### src/rtl/rsa_os_array.sv
// rsa_os_array: output-stationary X x Y systolic MAC array computing C = A*B with
// runtime inner length, accumulate-across-jobs, signed saturation and bubble tolerance.
`timescale 1ns/1ps
`default_nettype none
module rsa_os_array #(
  parameter int X       = 4,
  parameter int Y       = 4,
  parameter int IN_LEN  = 8,
  parameter int ACC_LEN = 20,
  parameter int OUT_LEN = 16,
  parameter int N_MAX   = 16,
  parameter int CNT_W   = $clog2(N_MAX + 1)
) (
  input  logic                  clk,
  input  logic                  sys_rst,
  input  logic                  cfg_val,
  input  logic [CNT_W-1:0]      cfg_n,
  input  logic                  cfg_acc,
  output logic                  cfg_rdy,
  input  logic                  Xin_val,
  input  logic [X*IN_LEN-1:0]   Xin_data,
  output logic                  Xin_rdy,
  input  logic                  Yin_val,
  input  logic [Y*IN_LEN-1:0]   Yin_data,
  output logic                  Yin_rdy,
  input  logic                  out_rdy,
  output logic                  out_val,
  output logic [OUT_LEN-1:0]    out_data,
  output logic                  out_last,
  output logic                  busy
);
  localparam logic [1:0] ST_IDLE  = 2'd0;
  localparam logic [1:0] ST_LOAD  = 2'd1;
  localparam logic [1:0] ST_FLUSH = 2'd2;
  localparam logic [1:0] ST_DRAIN = 2'd3;

  localparam int FL_W = $clog2(X + Y);
  localparam int KW   = $clog2(X * Y + 1);
  localparam logic [FL_W-1:0] FL_LAST = FL_W'(X + Y - 2);
  localparam logic [KW-1:0]   K_LAST  = KW'(X * Y - 1);
  localparam logic signed [ACC_LEN-1:0] SAT_HI = {{(ACC_LEN-OUT_LEN+1){1'b0}}, {(OUT_LEN-1){1'b1}}};
  localparam logic signed [ACC_LEN-1:0] SAT_LO = {{(ACC_LEN-OUT_LEN+1){1'b1}}, {(OUT_LEN-1){1'b0}}};

  function automatic logic [OUT_LEN-1:0] saturate(input logic signed [ACC_LEN-1:0] v);
    if (v > SAT_HI)      return SAT_HI[OUT_LEN-1:0];
    else if (v < SAT_LO) return SAT_LO[OUT_LEN-1:0];
    else                 return v[OUT_LEN-1:0];
  endfunction

  logic [1:0]          state_q, state_d;
  logic [CNT_W-1:0]    n_q, n_d, beat_q, beat_d;
  logic [FL_W-1:0]     flush_q, flush_d;
  logic [KW-1:0]       k_q, k_d, sel_k;
  logic                out_val_q, out_val_d, out_last_q, out_last_d;
  logic [OUT_LEN-1:0]  out_data_q, out_data_d;
  logic                fire, acc_clr;
  logic signed [ACC_LEN-1:0] acc_sel;

  logic [IN_LEN-1:0]   a_sk [X];
  logic                a_skv [X];
  logic [IN_LEN-1:0]   b_sk [Y];
  logic                b_skv [Y];
  logic [IN_LEN-1:0]   a_q [X][Y];
  logic [IN_LEN-1:0]   b_q [X][Y];
  logic                av_q [X][Y];
  logic                bv_q [X][Y];
  logic signed [ACC_LEN-1:0] acc_q [X][Y];

  // Each ready depends only on the opposite valid, so a beat never fires single-sided.
  assign fire     = (state_q == ST_LOAD) && Xin_val && Yin_val;
  assign Xin_rdy  = (state_q == ST_LOAD) && Yin_val;
  assign Yin_rdy  = (state_q == ST_LOAD) && Xin_val;
  assign cfg_rdy  = (state_q == ST_IDLE);
  assign busy     = (state_q != ST_IDLE);
  assign out_val  = out_val_q;
  assign out_data = out_data_q;
  assign out_last = out_last_q;

  for (genvar i = 0; i < X; i++) begin : g_askew
    if (i == 0) begin : g_direct
      assign a_sk[i]  = Xin_data[i*IN_LEN +: IN_LEN];
      assign a_skv[i] = fire;
    end else begin : g_delay
      logic [IN_LEN-1:0] d_q [i];
      logic              v_q [i];
      always_ff @(posedge clk or negedge sys_rst) begin
        if (!sys_rst) begin
          for (int s = 0; s < i; s++) begin
            d_q[s] <= '0;
            v_q[s] <= 1'b0;
          end
        end else begin
          d_q[0] <= Xin_data[i*IN_LEN +: IN_LEN];
          v_q[0] <= fire;
          for (int s = 1; s < i; s++) begin
            d_q[s] <= d_q[s-1];
            v_q[s] <= v_q[s-1];
          end
        end
      end
      assign a_sk[i]  = d_q[i-1];
      assign a_skv[i] = v_q[i-1];
    end
  end

  for (genvar j = 0; j < Y; j++) begin : g_bskew
    if (j == 0) begin : g_direct
      assign b_sk[j]  = Yin_data[j*IN_LEN +: IN_LEN];
      assign b_skv[j] = fire;
    end else begin : g_delay
      logic [IN_LEN-1:0] d_q [j];
      logic              v_q [j];
      always_ff @(posedge clk or negedge sys_rst) begin
        if (!sys_rst) begin
          for (int s = 0; s < j; s++) begin
            d_q[s] <= '0;
            v_q[s] <= 1'b0;
          end
        end else begin
          d_q[0] <= Yin_data[j*IN_LEN +: IN_LEN];
          v_q[0] <= fire;
          for (int s = 1; s < j; s++) begin
            d_q[s] <= d_q[s-1];
            v_q[s] <= v_q[s-1];
          end
        end
      end
      assign b_sk[j]  = d_q[j-1];
      assign b_skv[j] = v_q[j-1];
    end
  end

  for (genvar i = 0; i < X; i++) begin : g_row
    for (genvar j = 0; j < Y; j++) begin : g_col
      logic [IN_LEN-1:0]          a_in, b_in;
      logic                       av_in, bv_in;
      logic signed [2*IN_LEN-1:0] prod;
      if (j == 0) begin : g_a_edge
        assign a_in  = a_sk[i];
        assign av_in = a_skv[i];
      end else begin : g_a_chain
        assign a_in  = a_q[i][j-1];
        assign av_in = av_q[i][j-1];
      end
      if (i == 0) begin : g_b_edge
        assign b_in  = b_sk[j];
        assign bv_in = b_skv[j];
      end else begin : g_b_chain
        assign b_in  = b_q[i-1][j];
        assign bv_in = bv_q[i-1][j];
      end
      assign prod = $signed(a_in) * $signed(b_in);
      always_ff @(posedge clk or negedge sys_rst) begin
        if (!sys_rst) begin
          a_q[i][j]   <= '0;
          b_q[i][j]   <= '0;
          av_q[i][j]  <= 1'b0;
          bv_q[i][j]  <= 1'b0;
          acc_q[i][j] <= '0;
        end else begin
          a_q[i][j]  <= a_in;
          b_q[i][j]  <= b_in;
          av_q[i][j] <= av_in;
          bv_q[i][j] <= bv_in;
          if (acc_clr)
            acc_q[i][j] <= '0;
          else if (av_in && bv_in)
            acc_q[i][j] <= acc_q[i][j] + ACC_LEN'(prod);
        end
      end
    end
  end

  // While an element is presented, look ahead to the next one for the handshake edge.
  assign sel_k = out_val_q ? k_q + KW'(1) : k_q;

  always_comb begin
    acc_sel = '0;
    for (int i = 0; i < X; i++)
      for (int j = 0; j < Y; j++)
        if (sel_k == KW'(i * Y + j)) acc_sel = acc_q[i][j];
  end

  always_comb begin
    state_d    = state_q;
    n_d        = n_q;
    beat_d     = beat_q;
    flush_d    = flush_q;
    k_d        = k_q;
    out_val_d  = out_val_q;
    out_data_d = out_data_q;
    out_last_d = out_last_q;
    acc_clr    = 1'b0;
    case (state_q)
      ST_IDLE: begin
        if (cfg_val) begin
          n_d     = (cfg_n > CNT_W'(N_MAX)) ? CNT_W'(N_MAX) : cfg_n;
          acc_clr = !cfg_acc;
          beat_d  = '0;
          k_d     = '0;
          state_d = (cfg_n == '0) ? ST_DRAIN : ST_LOAD;
        end
      end
      ST_LOAD: begin
        if (fire) begin
          if (beat_q == n_q - CNT_W'(1)) begin
            beat_d  = '0;
            flush_d = '0;
            state_d = ST_FLUSH;
          end else begin
            beat_d = beat_q + CNT_W'(1);
          end
        end
      end
      ST_FLUSH: begin
        if (flush_q == FL_LAST) begin
          flush_d = '0;
          k_d     = '0;
          state_d = ST_DRAIN;
        end else begin
          flush_d = flush_q + FL_W'(1);
        end
      end
      ST_DRAIN: begin
        if (!out_val_q) begin
          out_val_d  = 1'b1;
          out_data_d = saturate(acc_sel);
          out_last_d = (k_q == K_LAST);
        end else if (out_rdy) begin
          if (out_last_q) begin
            out_val_d  = 1'b0;
            out_last_d = 1'b0;
            out_data_d = '0;
            k_d        = '0;
            state_d    = ST_IDLE;
          end else begin
            k_d        = k_q + KW'(1);
            out_data_d = saturate(acc_sel);
            out_last_d = (k_q + KW'(1) == K_LAST);
          end
        end
      end
      default: state_d = ST_IDLE;
    endcase
  end

  always_ff @(posedge clk or negedge sys_rst) begin
    if (!sys_rst) begin
      state_q    <= ST_IDLE;
      n_q        <= '0;
      beat_q     <= '0;
      flush_q    <= '0;
      k_q        <= '0;
      out_val_q  <= 1'b0;
      out_data_q <= '0;
      out_last_q <= 1'b0;
    end else begin
      state_q    <= state_d;
      n_q        <= n_d;
      beat_q     <= beat_d;
      flush_q    <= flush_d;
      k_q        <= k_d;
      out_val_q  <= out_val_d;
      out_data_q <= out_data_d;
      out_last_q <= out_last_d;
    end
  end
endmodule
`default_nettype wire

### config.mk
export PLATFORM = sky130hd
export DESIGN_NAME = rsa_os_array
export DESIGN_NICKNAME = d
export VERILOG_FILES = /design/src/rtl/rsa_os_array.sv
export SDC_FILE = /design/constraint.sdc
export NUM_CORES = 2
export LEC_CHECK = 0
export BUFFER_PORTS_ARGS = -buffer_cell sky130_fd_sc_hd__buf_2
export CORE_ASPECT_RATIO = 0.9
export CORE_UTILIZATION = 61
export CTS_BUF_LIST = sky130_fd_sc_hd__clkbuf_8 sky130_fd_sc_hd__clkbuf_16
export CTS_CLUSTER_SIZE = 25
export DETAILED_ROUTE_END_ITERATION = 7
export HOLD_SLACK_MARGIN = 0.15
export MAX_ROUTING_LAYER = met4
export PLACE_DENSITY = 0.75
export RECOVER_POWER = 25
export SLEW_MARGIN = 10
export SYNTH_ARGS = -nofsm -noshare
export SYNTH_HDL_FRONTEND = slang
export SYNTH_SLANG_ARGS = --single-unit
### constraint.sdc
create_clock -name clk -period 7.2 [get_ports clk]
set_input_delay 1.08 -clock clk [delete_from_list [all_inputs] [get_ports clk]]
set_output_delay 1.08 -clock clk [all_outputs]
set_load 0.01 [all_outputs]
### Word-level counts from Yosys, hierarchy flattened

Cells that the tools add are included.

* add/sub/neg operators: 20
* multiply operators: 16
* order comparisons: 3
* eq/ne operators: 30
* multiplexer cells: 85
* reduce and logical (&&, ||, !) cells: 24

Operators by type and width (number)
* $mux 20: 48
* $add 20x16->20: 16
* $mul 8x8->16: 16
* $mux 16: 5
* $eq 5x4->1 const B: 10
* $mux 5: 9
* $eq 5x3->1 const B: 4
* $gt 20x16->1 const B: 1
* $lt 20x16->1 const B: 1
* $reduce_bool 2->1: 10
* $mux 2: 8
* $pmux 5 s3: 1
* $ne 2x2->1 const B: 7
* $add 5x1->5 const B: 2
* $eq 5x2->1 const B: 2
* $logic_not 5->1: 2
* $pmux 5 s2: 1
* $mux 3: 3
* $mux 1: 8
* $pmux 2 s4: 1
* $reduce_and 7->1: 1
* $pmux 3 s2: 1
* $reduce_and 3->1: 2
* $eq 5x1->1 const B: 1
* other kinds (14): 18

* register bits after elaboration: 652
* input bits: 76
* output and inout bits: 22
* word-level logic and storage cells: 244

### Longest topological paths before layout

* word-level depth: 25
* depth in mapped cells: 22
* mapped depth without buffers: 22

### Worst setup path before layout

OpenSTA, ideal clock, no wires.

* path type: in2reg
* start point: in Yin_data[0]
* end point: reg acc_q[318] (netlist bit)
* setup time: 122 ps
* arrival time: 6009 ps
* setup slack: 1069 ps
* stages on the path: 17
* path buffers: 1
* cell sequence: clkbuf_1 > nand2_1 > inv_1 > fa_1 > fa_1 > fa_1 > fa_1 > fa_1 > ha_1 > o21ai_0 > a21boi_0 > o211ai_1 > a21oi_1 > o31ai_1 > o21ai_0 > or3_1 > o2111a_1

* longest elaborated chain between the ends: 4

RTL lines
* start, declared: RTL line 24 `input logic [Y*IN_LEN-1:0] Yin_data,`
* $mul 8x8->16: RTL line 152 `assign prod = $signed(a_in) * $signed(b_in);`
* $add 20x16->20: RTL line 168 `acc_q[i][j] <= acc_q[i][j] + ACC_LEN'(prod);`
* $mux 20: RTL line 167 `else if (av_in && bv_in)`
* $mux 20: RTL line 165 `if (acc_clr)`
* end signal, assigned by index: RTL line 168
* end, declared: RTL line 67 `logic signed [ACC_LEN-1:0] acc_q [X][Y];`

Every way passes these cells. The select of a mux whose other input is x is not followed.
A chain may end at the register's enable or synchronous reset.

### Final worst setup path

* start point: reg b_q, in the netlist g_row[1].g_col[3].b_in[0]
* end point: reg acc_q[179] (netlist bit)

* longest elaborated chain between the ends: 4

RTL lines
* start, declared: RTL line 64 `logic [IN_LEN-1:0] b_q [X][Y];`
* start signal, assigned by index: RTL line 162 `b_q[i][j] <= b_in;`
* $mul 8x8->16: RTL line 152
* $add 20x16->20: RTL line 168
* $mux 20: RTL line 167
* $mux 20: RTL line 165

Every way passes these cells. The select of a mux whose other input is x is not followed.

==> results.txt <==
Hold Crit Class = reg2reg
top sig layer = met4
number of global-route vias before repair = 61000
largest net degree at the start of global routing = 174
Clock Pin Slew Worst Setup and Hold Paths = 0.06 ns
Final Max Slew Viols = 82
input/output buffers = 97
chip width = 388 um
Worst-Skew Late Latency = 0.71 ns
RSZ-0062 raised after global routing = no
deepest clock path buffer count = 3
Post-synth EDFFs = 0
Most used DFF post-synth = dfrtp_1
syn nets = 10500
Worst Skew = 0.0184 ns
Tmin final = 6.42 ns
Die Ht = 350 um
final HPWL from detailed placement = 173000 um
Max FO, Critical Path = 9
CTS Buf Count = 80
post-synthesis cell type count = 84
TNS Setup = 0 ns
full die area = 136000 um2
fillcell total = 10600
total gr overflow = 0
actual slew at the worst max-slew pin = 5.22 ns
DRC errors left = 0
Starting DRT DRC Count = 4218
Worst EP required = 7.77 ns
endpoints failing setup = 0
Total GRT Usage = 0.340
FMAX = 0.156 GHz
post-CTS setup buffers = 0
WL/cell = 21.0 um
FFs w/ async S/R, synth = 1.00
post-synth top area cell = fa_1
ANT nets after route = 0
placed insts = 9974
slew margin rel. = -2.48
fraction of layout cells with a size suffix above 1 = 0.0413
# H-tree levels = 3
Layout area overhead = 6.42%
post-synthesis sequential area ratio = 0.199
Vias/cell = 5.65
WL met2 = 102000 um
DR pass1 iterations = 8
Mapped Cells = 8259
Cell Area, Synth = 82000 um2
Worst Setup Path Type = reg2reg
Core Area = 133000 um2
Hold Vio Cnt, Final = 0
CP most frequent cell = fa_1
clk sinks = 652
final period utilization = 0.891
CTS tree = built
Final Non-Filler Cells = 10100
Slowest-stage cell, CP = clkbuf_1
failing checks = max-capacitance violations, max-slew violations
max cap viols = 1
Yosys reg bits = 652
synth top area cells = fa_1 (34%), dfrtp_1 (20%), ha_1 (11%)
met1 wire length = 83200 um
crit-path max cell delay = 0.62 ns
num ports = 98
Root Buffer = clkbuf_16
CP Launch Type = flip-flop
status = complete, but fails checks
DR vias = 57200
initial core utilization = 0.615
GPL Wtd Cong = 1.10
placement row count = 127
post-CTS sizing = 0
Yosys top cell area share = 0.344
YS warnings = 0
Post-CTS Hold Buffers = 0
CP Capture Type = flip-flop
CP Cell Sequence = clkbuf_1 -> nand2_1 -> buf_4 -> fa_1 -> inv_1 -> fa_1 -> inv_1 -> fa_1 -> inv_1 -> fa_1 -> ha_1 -> ha_1 -> or3_1 -> a311oi_1 -> nor3_1 -> nor2_1 -> a211o_1 -> o21a_1 -> o21ai_0 -> xnor2_1 -> a21oi_1
Worst EP arrival = 6.99 ns
Syn Area/Cell = 9.92 um2
global-route wire length before repair = 343000 um
met3 WL = 15800 um
initial antenna violation count = 9
drt total wl = 213000 um
Layout Nets = 10500
[flip-flops by register name (all words and copies together), names as in the netlist]
signal	count
acc_q	320
beat_q	5
flush_q	3
g_askew.g_delay.d_q	32
g_bskew.g_delay.d_q	32
g_row.g_col.a_in	112
g_row.g_col.av_in	3
g_row.g_col.b_in	112
g_row.g_col.bv_in	3
k_q	5
n_q	5
out_data	16
out_last	1
out_val	1
state_q	2
[synth_stat cells (all sizes together), types with 37 or more instances]
cell	n
fa	1408
dfrtp	652
o21ai	157
buf	41
clkbuf	137
nor3	140
nand2b	147
xor2	62
nor2	420
or3	51
xnor2	253
ha	746
nand3	57
and2	451
a22oi	37
a21oi	241
nand2	698
mux2i	220
inv	1848
o22ai	52
o211ai	38
[worst max-delay path: cells and delay by family, from the launching register on]
kind | cells | cell delay, ns
DFF | 1 | 0.33
xor gates and xnor gates | 1 | 0.18
and+or+nand+nor | 4 | 1.19
buffers and inverters | 5 | 1.10
adders and majority gates | 6 | 2.50
AOI/OAI and AO/OA | 5 | 0.96
[layer usage]
layer  vias up  global-route usage
met5         -                   -
met1     29200               0.421
met2      1950               0.538
li1      25600                   -
met3       504              0.0696
met4         0               0.165
[layout make-up]
cell class | instances | area [um2] | area share
Tap cell | 1741 | 2180 | 0.0250
Clock inverter | 53 | 617 | 0.00707
Timing Repair Buffer | 152 | 912 | 0.0105
Multi-Input combinational cell | 5580 | 58000 | 0.665
Sequential cell | 652 | 16300 | 0.187
Clock buffer | 95 | 2220 | 0.0254
Inverter | 1849 | 6940 | 0.0796
Antenna cell | 5 | 12.5 | 0.000143
[cells by family after synthesis]
family	Yosys count	synth area share
muxes	234	0.0288
buffers and inverters	2027	0.0936
DFF	652	0.199
and+or+nand+nor	2083	0.124
AOI/OAI and AO/OA	794	0.0632
adders and majority gates	2154	0.458
xor gates and xnor gates	315	0.0338
[per-stage QoR]
stage	hold WS, ns	utilization	instance area [um2]	worst slack, ns
CTS	0.345	0.655	87300	0.709
global route	0.351	0.654	87200	0.402
detailed placement	0.336	0.633	84400	0.725
floorplan	0.331	-	82000	1.07
global placement	0.332	0.633	84400	0.886
finish	0.343	0.654	87200	0.784
[placed cells by master (no fill, tap or decap), types with 11 or more instances in the layout]
master / Yosys / final
a2111oi_0: 35 / 31
a211o_1: 11 / 11
a21o_1: 34 / 34
a21oi_1: 240 / 240
a22oi_1: 37 / 36
a311o_1: 15 / 15
a31oi_1: 29 / 29
and2_1: 450 / 450
and3_1: 30 / 30
buf_2: 14 / 77
buf_4: 4 / 48
clkbuf_1: 136 / 23
clkbuf_16: 0 / 81
clkbuf_8: 0 / 14
clkinv_2: 0 / 12
dfrtp_1: 652 / 648
fa_1: 1408 / 1408
ha_1: 746 / 746
inv_1: 1848 / 1855
mux2_2: 14 / 14
mux2i_1: 220 / 220
nand2_1: 697 / 697
nand2b_1: 147 / 147
nand3_1: 56 / 56
nor2_1: 418 / 414
nor2b_1: 28 / 28
nor3_1: 138 / 138
nor3b_1: 12 / 12
o211ai_1: 26 / 26
o211ai_2: 12 / 12
o21a_1: 35 / 35
o21ai_0: 156 / 155
o22ai_1: 52 / 52
o31ai_1: 21 / 21
or2_2: 17 / 17
or3_1: 50 / 50
xnor2_1: 253 / 253
xor2_1: 61 / 61
[path summary, 6_finish.rpt]
kind	cells past startpoint	end	start	slack, ns
setup / recovery	21	acc_q[179]	g_row[1].g_col[3].b_in[0]	0.78
hold / removal	0	g_row[0].g_col[3].b_in[2]	g_bskew[3].g_delay.d_q[10]	0.34
setup reg to reg	21	acc_q[179]	g_row[1].g_col[3].b_in[0]	0.78
hold reg to reg	0	g_row[0].g_col[3].b_in[2]	g_bskew[3].g_delay.d_q[10]	0.34
max in group asynchronous	1	g_row[3].g_col[2].av_in	sys_rst	1.61
min in group asynchronous	1	acc_q[10]	sys_rst	2.27
Power is left out: the tool's default activity adds up to more than one toggle a clock period on the data nets, which glitch-free logic cannot reach.
